## src/rtl/xalu_pkg.sv

```systemverilog
`default_nettype none
// ----------------------------------------------------------------------------
// xalu_pkg : shared types and constants for the XALU multiply/divide unit.
// Rev 1.0
// ----------------------------------------------------------------------------
package xalu_pkg;

  typedef enum logic [2:0] {
    OP_NONE  = 3'd0,
    OP_MULT  = 3'd1,
    OP_MULTU = 3'd2,
    OP_DIV   = 3'd3,
    OP_DIVU  = 3'd4,
    OP_MTHI  = 3'd5,
    OP_MTLO  = 3'd6,
    OP_MUL   = 3'd7
  } xalu_op_e;

  typedef enum logic [1:0] {
    ST_IDLE = 2'd0,
    ST_MUL  = 2'd1,
    ST_DIV  = 2'd2,
    ST_FIX  = 2'd3
  } xalu_state_e;

  localparam int DIV_ITER = 32;

  function automatic logic [31:0] xalu_cond_neg(input logic [31:0] v, input logic neg);
    return neg ? (32'd0 - v) : v;
  endfunction

endpackage
`default_nettype wire

```

## src/rtl/xalu_div_core.sv

```systemverilog
`default_nettype none
// ----------------------------------------------------------------------------
// xalu_div_core : unsigned radix-2 restoring divider, one bit per cycle.
// Rev 1.0
// ----------------------------------------------------------------------------
module xalu_div_core
  import xalu_pkg::*;
(
  input  logic        clk,
  input  logic        resetn,
  input  logic        i_start,
  input  logic [31:0] i_dividend,
  input  logic [31:0] i_divisor,
  output logic        o_busy,
  output logic        o_done,
  output logic [31:0] o_quotient,
  output logic [31:0] o_remainder
);

  logic [5:0]  r_cnt;
  logic [31:0] r_quo;
  logic [31:0] r_rem;
  logic [31:0] r_div;
  logic [32:0] w_rem_sh;
  logic [32:0] w_diff;
  logic        w_ge;

  // Dividend shifts out of r_quo while quotient bits shift in behind it.
  assign w_rem_sh = {r_rem, r_quo[31]};
  assign w_diff   = w_rem_sh - {1'b0, r_div};
  assign w_ge     = ~w_diff[32];

  always_ff @(posedge clk or negedge resetn) begin
    if (!resetn) begin
      r_cnt <= 6'd0;
      r_quo <= 32'd0;
      r_rem <= 32'd0;
      r_div <= 32'd0;
    end else if (i_start) begin
      r_cnt <= 6'(DIV_ITER);
      r_quo <= i_dividend;
      r_rem <= 32'd0;
      r_div <= i_divisor;
    end else if (r_cnt != 6'd0) begin
      r_rem <= w_ge ? w_diff[31:0] : w_rem_sh[31:0];
      r_quo <= {r_quo[30:0], w_ge};
      r_cnt <= r_cnt - 6'd1;
    end
  end

  // o_done marks the final iteration; results are valid the following cycle.
  assign o_busy      = (r_cnt != 6'd0);
  assign o_done      = (r_cnt == 6'd1);
  assign o_quotient  = r_quo;
  assign o_remainder = r_rem;

endmodule
`default_nettype wire

```

## src/rtl/xalu_muldiv.sv

```systemverilog
`default_nettype none
// ----------------------------------------------------------------------------
// xalu_muldiv : EX-stage multi-cycle multiply/divide unit owning HI/LO.
// Define XALU_MUL_1CYC_EN for a single-cycle multiplier.  Rev 1.0
// ----------------------------------------------------------------------------
module xalu_muldiv
  import xalu_pkg::*;
#(
  parameter int MUL_LAT = 3
) (
  input  logic        clk,
  input  logic        resetn,
  input  logic        start,
  input  logic [2:0]  op,
  input  logic [31:0] src_a,
  input  logic [31:0] src_b,
  input  logic        flush,
  output logic        busy,
  output logic        done,
  output logic [31:0] hi,
  output logic [31:0] lo,
  output logic [31:0] mul_result
);

  xalu_op_e    w_op;
  xalu_state_e r_state;
  xalu_state_e w_next;
  logic        w_accept;
  logic        w_is_mul;
  logic        w_is_div;
  logic        w_mul_enter;
  logic        w_mul_fire;
  logic        w_mul_last;
  logic [31:0] w_mul_a;
  logic [31:0] w_mul_b;
  xalu_op_e    w_mul_op;
  logic [63:0] w_ext_a;
  logic [63:0] w_ext_b;
  logic [63:0] w_prod;
  logic        r_neg_q;
  logic        r_neg_r;
  logic        w_div_busy;
  logic        w_div_done;
  logic [31:0] w_quo;
  logic [31:0] w_rem;

  assign w_op     = xalu_op_e'(op);
  assign w_is_mul = (w_op == OP_MULT) || (w_op == OP_MULTU) || (w_op == OP_MUL);
  assign w_is_div = (w_op == OP_DIV) || (w_op == OP_DIVU);
  assign w_accept = start && !flush && (r_state == ST_IDLE) && (w_op != OP_NONE);

`ifdef XALU_MUL_1CYC_EN
  assign w_mul_a     = src_a;
  assign w_mul_b     = src_b;
  assign w_mul_op    = w_op;
  assign w_mul_enter = 1'b0;
  assign w_mul_fire  = w_accept && w_is_mul;
  assign w_mul_last  = 1'b1;
`else
  logic [31:0] r_mul_a;
  logic [31:0] r_mul_b;
  xalu_op_e    r_mul_op;
  logic [7:0]  r_cnt;

  // Operands are registered at accept so the multiplier sees a clean launch.
  always_ff @(posedge clk or negedge resetn) begin
    if (!resetn) begin
      r_mul_a  <= 32'd0;
      r_mul_b  <= 32'd0;
      r_mul_op <= OP_NONE;
      r_cnt    <= 8'd0;
    end else if (w_accept && w_is_mul) begin
      r_mul_a  <= src_a;
      r_mul_b  <= src_b;
      r_mul_op <= w_op;
      r_cnt    <= 8'(MUL_LAT - 2);
    end else if ((r_state == ST_MUL) && (r_cnt != 8'd0)) begin
      r_cnt <= r_cnt - 8'd1;
    end
  end

  assign w_mul_a     = r_mul_a;
  assign w_mul_b     = r_mul_b;
  assign w_mul_op    = r_mul_op;
  assign w_mul_enter = w_accept && w_is_mul;
  assign w_mul_fire  = (r_state == ST_MUL) && (r_cnt == 8'd0);
  assign w_mul_last  = (r_cnt == 8'd0);
`endif

  // Extension choice makes the low 64 bits right for signed and unsigned alike.
  assign w_ext_a = (w_mul_op == OP_MULTU) ? {32'd0, w_mul_a} : {{32{w_mul_a[31]}}, w_mul_a};
  assign w_ext_b = (w_mul_op == OP_MULTU) ? {32'd0, w_mul_b} : {{32{w_mul_b[31]}}, w_mul_b};
  assign w_prod  = w_ext_a * w_ext_b;

  xalu_div_core u_div (
    .clk         (clk),
    .resetn      (resetn),
    .i_start     (w_accept && w_is_div),
    .i_dividend  (xalu_cond_neg(src_a, (w_op == OP_DIV) && src_a[31])),
    .i_divisor   (xalu_cond_neg(src_b, (w_op == OP_DIV) && src_b[31])),
    .o_busy      (w_div_busy),
    .o_done      (w_div_done),
    .o_quotient  (w_quo),
    .o_remainder (w_rem)
  );

  always_ff @(posedge clk or negedge resetn) begin
    if (!resetn) begin
      r_state <= ST_IDLE;
    end else begin
      r_state <= w_next;
    end
  end

  always_comb begin
    w_next = r_state;
    case (r_state)
      ST_IDLE: begin
        if (w_accept && w_is_div) w_next = ST_DIV;
        else if (w_mul_enter)     w_next = ST_MUL;
      end
      ST_MUL:  if (w_mul_last) w_next = ST_IDLE;
      ST_DIV:  if (w_div_done) w_next = ST_FIX;
      ST_FIX:  w_next = ST_IDLE;
      default: w_next = ST_IDLE;
    endcase
  end

  always_comb begin
    busy = (r_state != ST_IDLE);
    done = w_mul_fire || (r_state == ST_FIX);
  end

  // Sign fixup: quotient negative on differing signs, remainder follows dividend.
  always_ff @(posedge clk or negedge resetn) begin
    if (!resetn) begin
      r_neg_q    <= 1'b0;
      r_neg_r    <= 1'b0;
      hi         <= 32'd0;
      lo         <= 32'd0;
      mul_result <= 32'd0;
    end else begin
      if (w_accept && w_is_div) begin
        r_neg_q <= (w_op == OP_DIV) && (src_a[31] ^ src_b[31]);
        r_neg_r <= (w_op == OP_DIV) && src_a[31];
      end
      if (w_accept && (w_op == OP_MTHI)) hi <= src_a;
      if (w_accept && (w_op == OP_MTLO)) lo <= src_a;
      if (w_mul_fire) begin
        if (w_mul_op == OP_MUL) begin
          mul_result <= w_prod[31:0];
        end else begin
          hi <= w_prod[63:32];
          lo <= w_prod[31:0];
        end
      end
      if (r_state == ST_FIX) begin
        lo <= xalu_cond_neg(w_quo, r_neg_q);
        hi <= xalu_cond_neg(w_rem, r_neg_r);
      end
    end
  end

`ifndef SYNTHESIS
  a_issue_only_when_idle: assert property (@(posedge clk) disable iff (!resetn)
    (start && !flush && (op != 3'd0)) |-> (r_state == ST_IDLE));
  a_div_core_in_step: assert property (@(posedge clk) disable iff (!resetn)
    (r_state == ST_DIV) |-> w_div_busy);
`endif

endmodule
`default_nettype wire

```

## config.mk

```make
export PLATFORM = sky130hd
export DESIGN_NAME = xalu_muldiv
export DESIGN_NICKNAME = d
export VERILOG_FILES = /design/src/rtl/xalu_pkg.sv /design/src/rtl/xalu_div_core.sv /design/src/rtl/xalu_muldiv.sv
export SDC_FILE = /design/constraint.sdc
export NUM_CORES = 2
export LEC_CHECK = 0
export ABC_CLOCK_PERIOD_IN_PS = 9000
export CAP_MARGIN = 10
export CORE_AREA = 4 4 370 372
export DETAILED_ROUTE_END_ITERATION = 8
export DIE_AREA = 0 0 374 376
export HOLD_SLACK_MARGIN = 0.15
export PLACE_DENSITY = 0.67
export SYNTH_ARGS = -nofsm -noshare
export SYNTH_HDL_FRONTEND = slang
export SYNTH_SLANG_ARGS = --single-unit
export TNS_END_PERCENT = 100
```

## constraint.sdc

```tcl
create_clock -name clk -period 9 [get_ports clk]
set_input_delay 1.8 -clock clk [delete_from_list [all_inputs] [get_ports clk]]
set_output_delay 1.8 -clock clk [all_outputs]
set_load 0.05 [all_outputs]
```

# After elaboration in Yosys (flattened, before gate mapping)
# Cells that the tools add are included.
[word_totals]
ff_bits = 277
latch_bits = 0
ram_bits = 0
romBits = 0
inputBits = 71
mem_count = 0
[classes]
add_sub_neg = 7
multipliers = 1
div = 0
order_cmp = 0
eq_ne = 16
shifts = 0
mux = 28
n_bitwise = 2
n_reduce_logical = 27
[op_table]
columns = ["operator", "count"]
rows = [
  ["2-to-1 mux 32 bit", 17],
  ["2-to-1 mux 64 bit", 2],
  ["subtractor 1 x 32 -> 32 bit (first input constant)", 4],
  ["multiplier 64 x 64 -> 64 bit", 1],
  ["subtractor 33 x 32 -> 33 bit", 1],
  ["2-to-1 mux 8 bit", 2],
  ["equality test 3 bit (second input constant)", 5],
  ["logical AND 1 bit", 12],
  ["2-to-1 mux 6 bit", 2],
  ["equality test 3 x 2 -> 1 bit (second input constant)", 3],
  ["logical NOT 8 bit", 1],
  ["2-to-1 mux 2 bit", 4],
  ["one-hot mux 2 bit (4 select lines)", 1],
  ["nonzero test 8 bit", 1],
  ["subtractor 8 x 1 -> 8 bit (second input constant)", 1],
  ["equality test 6 x 1 -> 1 bit (second input constant)", 1],
  ["nonzero test 2 bit", 3],
  ["nonzero test 6 bit", 1],
  ["subtractor 6 x 1 -> 6 bit (second input constant)", 1],
  ["equality test 2 bit (second input constant)", 2],
  ["logical OR 1 bit", 4],
  ["equality test 3 x 1 -> 1 bit (second input constant)", 1],
  ["inequality test 3 x 2 -> 1 bit (second input constant)", 1],
  ["AND reduction 3 bit", 1],
  ["9 further kinds", 9],
]

# Logic depth before layout (Yosys ltp)
[logic_depth]
ltp_word = 9
ltp_mapped = 36
depth_no_buf = 33

# Cells and area by module
# Synthesis repeated with hierarchy kept, for this count alone.
[hier_totals]
hier_cells = 6858
hier_area_um2 = 64122.7
[modules_own_cells]
columns = ["mod", "instances", "cells_per_inst", "area_each_um2", "seq_area_each_um2"]
rows = [
  ["xalu_muldiv", 1, 6134, 57682.8, 4379.2],
  ["xalu_div_core", 1, 724, 6439.9, 2552.4],
]

# Worst setup path after synthesis
# Ideal clock, no wire load.
[synth_path]
path_kind = "register -> register"
start = "reg r_mul_op[1]"
end = "reg hi[29]"
t_arrival_ns = 9.221
path_slack_ns = -0.347
stages_incl_launch_ff = 32
path_buffers = 3
period_less_slack_ns = 9.347
path_cell_list = "dfrtp_1 > nand3b_1 > and2_1 > clkbuf_1 > clkbuf_1 > nand2_1 > fa_1 > inv_1 > fa_1 > fa_1 > inv_1 > fa_1 > inv_1 > fa_1 > fa_1 > fa_1 > fa_1 > fa_1 > inv_1 > fa_1 > inv_1 > ha_1 > clkbuf_1 > nand2_1 > o21ai_0 > or3_1 > a31oi_1 > o31a_1 > nor4b_1 > o211ai_1 > a211oi_1 > nor3b_1"
[synth_between]
elab_chain_cells = 6
[synth_lines]
columns = ["element", "line_no", "rtl"]
rows = [
  ["from (decl)", "xalu_muldiv.sv:62", "xalu_op_e r_mul_op;"],
  ["from (signal assigned)", "xalu_muldiv.sv:75", "r_mul_op <= w_op;"],
  ["equality test 3 x 2 -> 1 bit", "xalu_muldiv.sv:91, xalu_muldiv.sv:92", ""],
  ["2-to-1 mux 64 bit (on tied branches)", "xalu_muldiv.sv:91, xalu_muldiv.sv:92", ""],
  ["multiplier 64 x 64 -> 64 bit", "xalu_muldiv.sv:93", "assign w_prod = w_ext_a * w_ext_b;"],
  ["2-to-1 mux 32 bit (*)", "xalu_muldiv.sv:150", "if (w_mul_op == OP_MUL) begin"],
  ["2-to-1 mux 32 bit (*)", "xalu_muldiv.sv:149", "if (w_mul_fire) begin"],
  ["2-to-1 mux 32 bit (*)", "xalu_muldiv.sv:157", "if (r_state == ST_FIX) begin"],
  ["to (signal assigned)", "xalu_muldiv.sv:147", "if (w_accept && (w_op == OP_MTHI)) hi <= src_a;"],
  ["to (signal assigned)", "xalu_muldiv.sv:153", "hi <= w_prod[63:32];"],
  ["to (signal assigned)", "xalu_muldiv.sv:159", "hi <= xalu_cond_neg(w_rem, r_neg_r);"],
  ["to (decl)", "xalu_muldiv.sv:20", "output logic [31:0] hi,"],
]
# Every way passes the cells marked *; elsewhere a longest branch is shown, timed or not.
# A chain may end at the register's enable or synchronous reset.

# Worst setup path after layout
[layout_path]
start = "reg r_mul_op[2]"
end = "reg hi[29]"
# Same word-level chain as after synthesis.

==> insert_results.sql <==
INSERT INTO impl_metrics (metric_group, metric, value, unit) VALUES
('outcome', 'status', 'finished clean', ''),
('place', 'preCtsSetupSlack', '-466', 'ps'),
('critical_path', 'setup.worst_path.start_class', 'register', ''),
('critical_path', 'arrival_time_worst_endpoint', '9410', 'ps'),
('synthesis', 'synth-async-reset-ratio', '100', '%'),
('clock_network', 'cts_max_level', '2', ''),
('place', 'gp_congestion', '0.962', ''),
('sta', 'max_freq', '111', 'MHz'),
('detailed_routing', 'total_length_of_routed_wires', '195000', 'microns'),
('floorplan', 'fp.coreArea', '133000', 'sq um'),
('sta', 'hold_viol', '0', ''),
('global_route', 'global_route.usage.total', '28.0', '%'),
('final_layout', 'post_route_cells_drive_above_1_share', '10.6', '%'),
('synthesis', 'synth_edf_count', '0', ''),
('place', 'post-dp-hpwl', '162000', 'microns'),
('sta', 'count_of_endpoints_failing_setup_in_the_final_report', '0', ''),
('global_route', 'grt_start_max_net_pins', '149', ''),
('synthesis', 'synth_adder_area_share', '51.5', '%'),
('sta', 'max_slew_margin', '25.2', '%'),
('final_layout', 'layout.cells.non_filler', '9024', ''),
('critical_path', 'critPathSlowestCell', 'sky130_fd_sc_hd__fa_2', ''),
('floorplan', 'die-height', '376', 'microns'),
('synthesis', 'synth.cell_area', '63700', 'sq um'),
('final_layout', 'filler_cell_count', '12000', ''),
('final_layout', 'final-seq-area', '6950', 'sq um'),
('critical_path', 'crit_path_max_cell_delay', '590', 'ps'),
('global_route', 'initial_antenna_violation_count', '9', ''),
('floorplan', 'die_w', '374', 'microns'),
('synthesis', 'synthDistinctLibCells', '80', ''),
('floorplan', 'boundaryPins', '169', ''),
('floorplan', 'placementRows', '134', ''),
('sta', 'timing_max_transition_violations_final', '0', ''),
('synthesis', 'syn_inst', '6928', ''),
('global_route', 'number_of_global_route_vias_before_repair', '51600', ''),
('synthesis', 'synth-warning-count', '0', ''),
('sta', 'worst_pin_slew', '1120', 'ps'),
('place', 'post-place-cells', '8931', ''),
('critical_path', 'worst_path_dominant_cell_family', 'adder cells', ''),
('final_layout', 'final_net_count', '9065', ''),
('sta', 'final.setup_skew', '34.8', 'ps'),
('detailed_routing', 'route.vias.total', '48800', ''),
('global_route', 'grt_pass1_wl', '306000', 'microns'),
('synthesis', 'main_combinational_cell_family_by_area_after_synthesis', 'adder cells', ''),
('synthesis', 'synth.top_cell.area_share', '44.6', '%'),
('synthesis', 'synth-simple-area-share', '13.8', '%'),
('sta', 'period_minus_slack', '8980', 'ps'),
('sta', 'grt_setup_unrepaired', 'yes', ''),
('floorplan', 'dieArea', '141000', 'sq um'),
('synthesis', 'synth-main-ff-cell', 'sky130_fd_sc_hd__dfrtp_1', ''),
('clock_network', 'numClockSinks', '277', ''),
('final_layout', 'syn2layout_area_growth', '13.3', '%'),
('critical_path', 'cp_data_required_time', '9430', 'ps'),
('sta', 'final_setup_margin', '16.6', 'ps'),
('clock_network', 'clock_transition_at_path_regs', '60', 'ps'),
('synthesis', 'synth_mux_area_share', '2.14', '%'),
('clock_network', 'cts.root.buffer_cell', 'sky130_fd_sc_hd__clkbuf_16', ''),
('detailed_routing', 'routed_len_inst', '21.6', 'microns'),
('detailed_routing', 'firstDrtPassIters', '5', ''),
('floorplan', 'initial_utilization', '47.8', '%'),
('global_route', 'grt-ovfl-total', '0', ''),
('critical_path', 'crit_type', 'reg2reg', ''),
('clock_network', 'cts_buffers', '34', ''),
('synthesis', 'post_synth.cell_area_avg', '9.19', 'sq um'),
('critical_path', 'total_buffers_and_inverters_traversed_by_the_critical_path', '7', ''),
('hold_path', 'hp-class', 'reg2reg', ''),
('synthesis', 'synth_nets', '8766', ''),
('sta', 'timing.final.crit_share', '99.8', '%'),
('synthesis', 'ys_seq_elements', '277', ''),
('critical_path', 'critical_path.max_fanout', '6', ''),
('synthesis', 'synth.yosys.seq_area_share', '10.9', '%'),
('place', 'io_buffers', '168', '');
## cell usage in the layout, fill, tap and decap left out, types with 45 or more instances in the layout
cell type,n
sky130_fd_sc_hd__buf_12,45
sky130_fd_sc_hd__xnor2_1,155
sky130_fd_sc_hd__inv_1,1542
sky130_fd_sc_hd__a21o_1,45
sky130_fd_sc_hd__dfrtp_1,259
sky130_fd_sc_hd__clkdlybuf4s50_1,167
sky130_fd_sc_hd__nor2_1,114
sky130_fd_sc_hd__ha_1,330
sky130_fd_sc_hd__mux2i_1,90
sky130_fd_sc_hd__o21ai_0,226
sky130_fd_sc_hd__xor2_1,109
sky130_fd_sc_hd__and2_1,423
sky130_fd_sc_hd__nand2_1,1087
sky130_fd_sc_hd__a21oi_1,123
sky130_fd_sc_hd__fa_1,1384
sky130_fd_sc_hd__buf_4,387
## metrics by stage
step	TNS [ps]	hold WS, ps	util, %	area (sq um)
detailed placement	-3770	469	52.5	70000
global route	-1620	495	54.2	72200
CTS	-7.21	477	53.6	71400
floorplan	0	444	-	63700
finish	0	473	54.2	72200
global placement	-2250	456	52.5	70000
## registers in the layout, indices dropped and copies added, names as in the netlist
| name | cells |
|---|---|
| hi | 32 |
| u_div.r_cnt | 6 |
| r_neg_q | 1 |
| u_div.o_remainder | 32 |
| r_mul_op | 3 |
| r_state | 2 |
| u_div.r_div | 32 |
| r_mul_b | 32 |
| r_cnt | 8 |
| r_neg_r | 1 |
| r_mul_a | 32 |
| mul_result | 32 |
| lo | 32 |
| u_div.o_quotient | 32 |
## path summary, 6_finish.rpt
kind                        startpoint              end  cells after the start
setup / recovery           r_mul_op[2]           hi[29]                     30
hold / removal                r_cnt[0]         r_cnt[0]                      1
setup reg to reg           r_mul_op[2]           hi[29]                     30
hold reg to reg               r_cnt[0]         r_cnt[0]                      1
max in group asynchronous       resetn       r_mul_b[4]                      2
min in group asynchronous       resetn  u_div.r_div[14]                      1
## final cells by class
cell class,count,share of cell area [%]
repair buffers,620,7.94
flip-flops and latches,277,9.63
multi-input cells,4730,69.6
diodes,8,0.0277
inverters,1564,8.14
clock buffers,46,1.37
clock inverters,11,0.189
well taps,1768,3.06
## kinds of logic (layout without fill, tap and decap cells)
logic type                 count (synthesis)  after routing
adders and majority gates               1771           1771
muxes                                    131            131
DFF                                      277            277
buffers and inverters                   1922           2241
other                                      0              8
AOI/OAI and AO/OA                        676            676
and+or+nand+nor                         1883           1884
xor gates and xnor gates                 268            268
## per-layer routing
metal	track usage (%)	wire (microns)	vias to the layer above
met5	0	26	-
met4	9.98	8430	4
met3	4.07	14000	394
met2	45.4	92100	1809
met1	38.6	80800	25300
li1	-	-	21300
## repair_timing
item | CTS | global route
buffers inserted | 3 | 23
setup endpoints to repair | 18 | 32
gates resized for setup | 71 | 153
gates cloned | 0 | 2
hold buffers | 0 | 0
pin swaps | 44 | 138
## Yosys cell counts (38+ instances only)
master,instances
sky130_fd_sc_hd__a31oi_1,44
sky130_fd_sc_hd__a21oi_1,143
sky130_fd_sc_hd__dfrtp_1,277
sky130_fd_sc_hd__ha_1,347
sky130_fd_sc_hd__xnor2_1,156
sky130_fd_sc_hd__xor2_1,110
sky130_fd_sc_hd__inv_1,1564
sky130_fd_sc_hd__nand2_1,1109
sky130_fd_sc_hd__fa_1,1420
sky130_fd_sc_hd__mux2i_1,91
sky130_fd_sc_hd__clkbuf_1,328
sky130_fd_sc_hd__o31ai_1,39
sky130_fd_sc_hd__mux2_2,40
sky130_fd_sc_hd__o21ai_0,239
sky130_fd_sc_hd__and2_1,426
sky130_fd_sc_hd__o211ai_1,38
sky130_fd_sc_hd__nand3_1,45
sky130_fd_sc_hd__nor2_1,115
sky130_fd_sc_hd__a21o_1,45
Power is not shown: default switching activity piles up to over one toggle a cycle in this logic, so the estimate is an artifact.
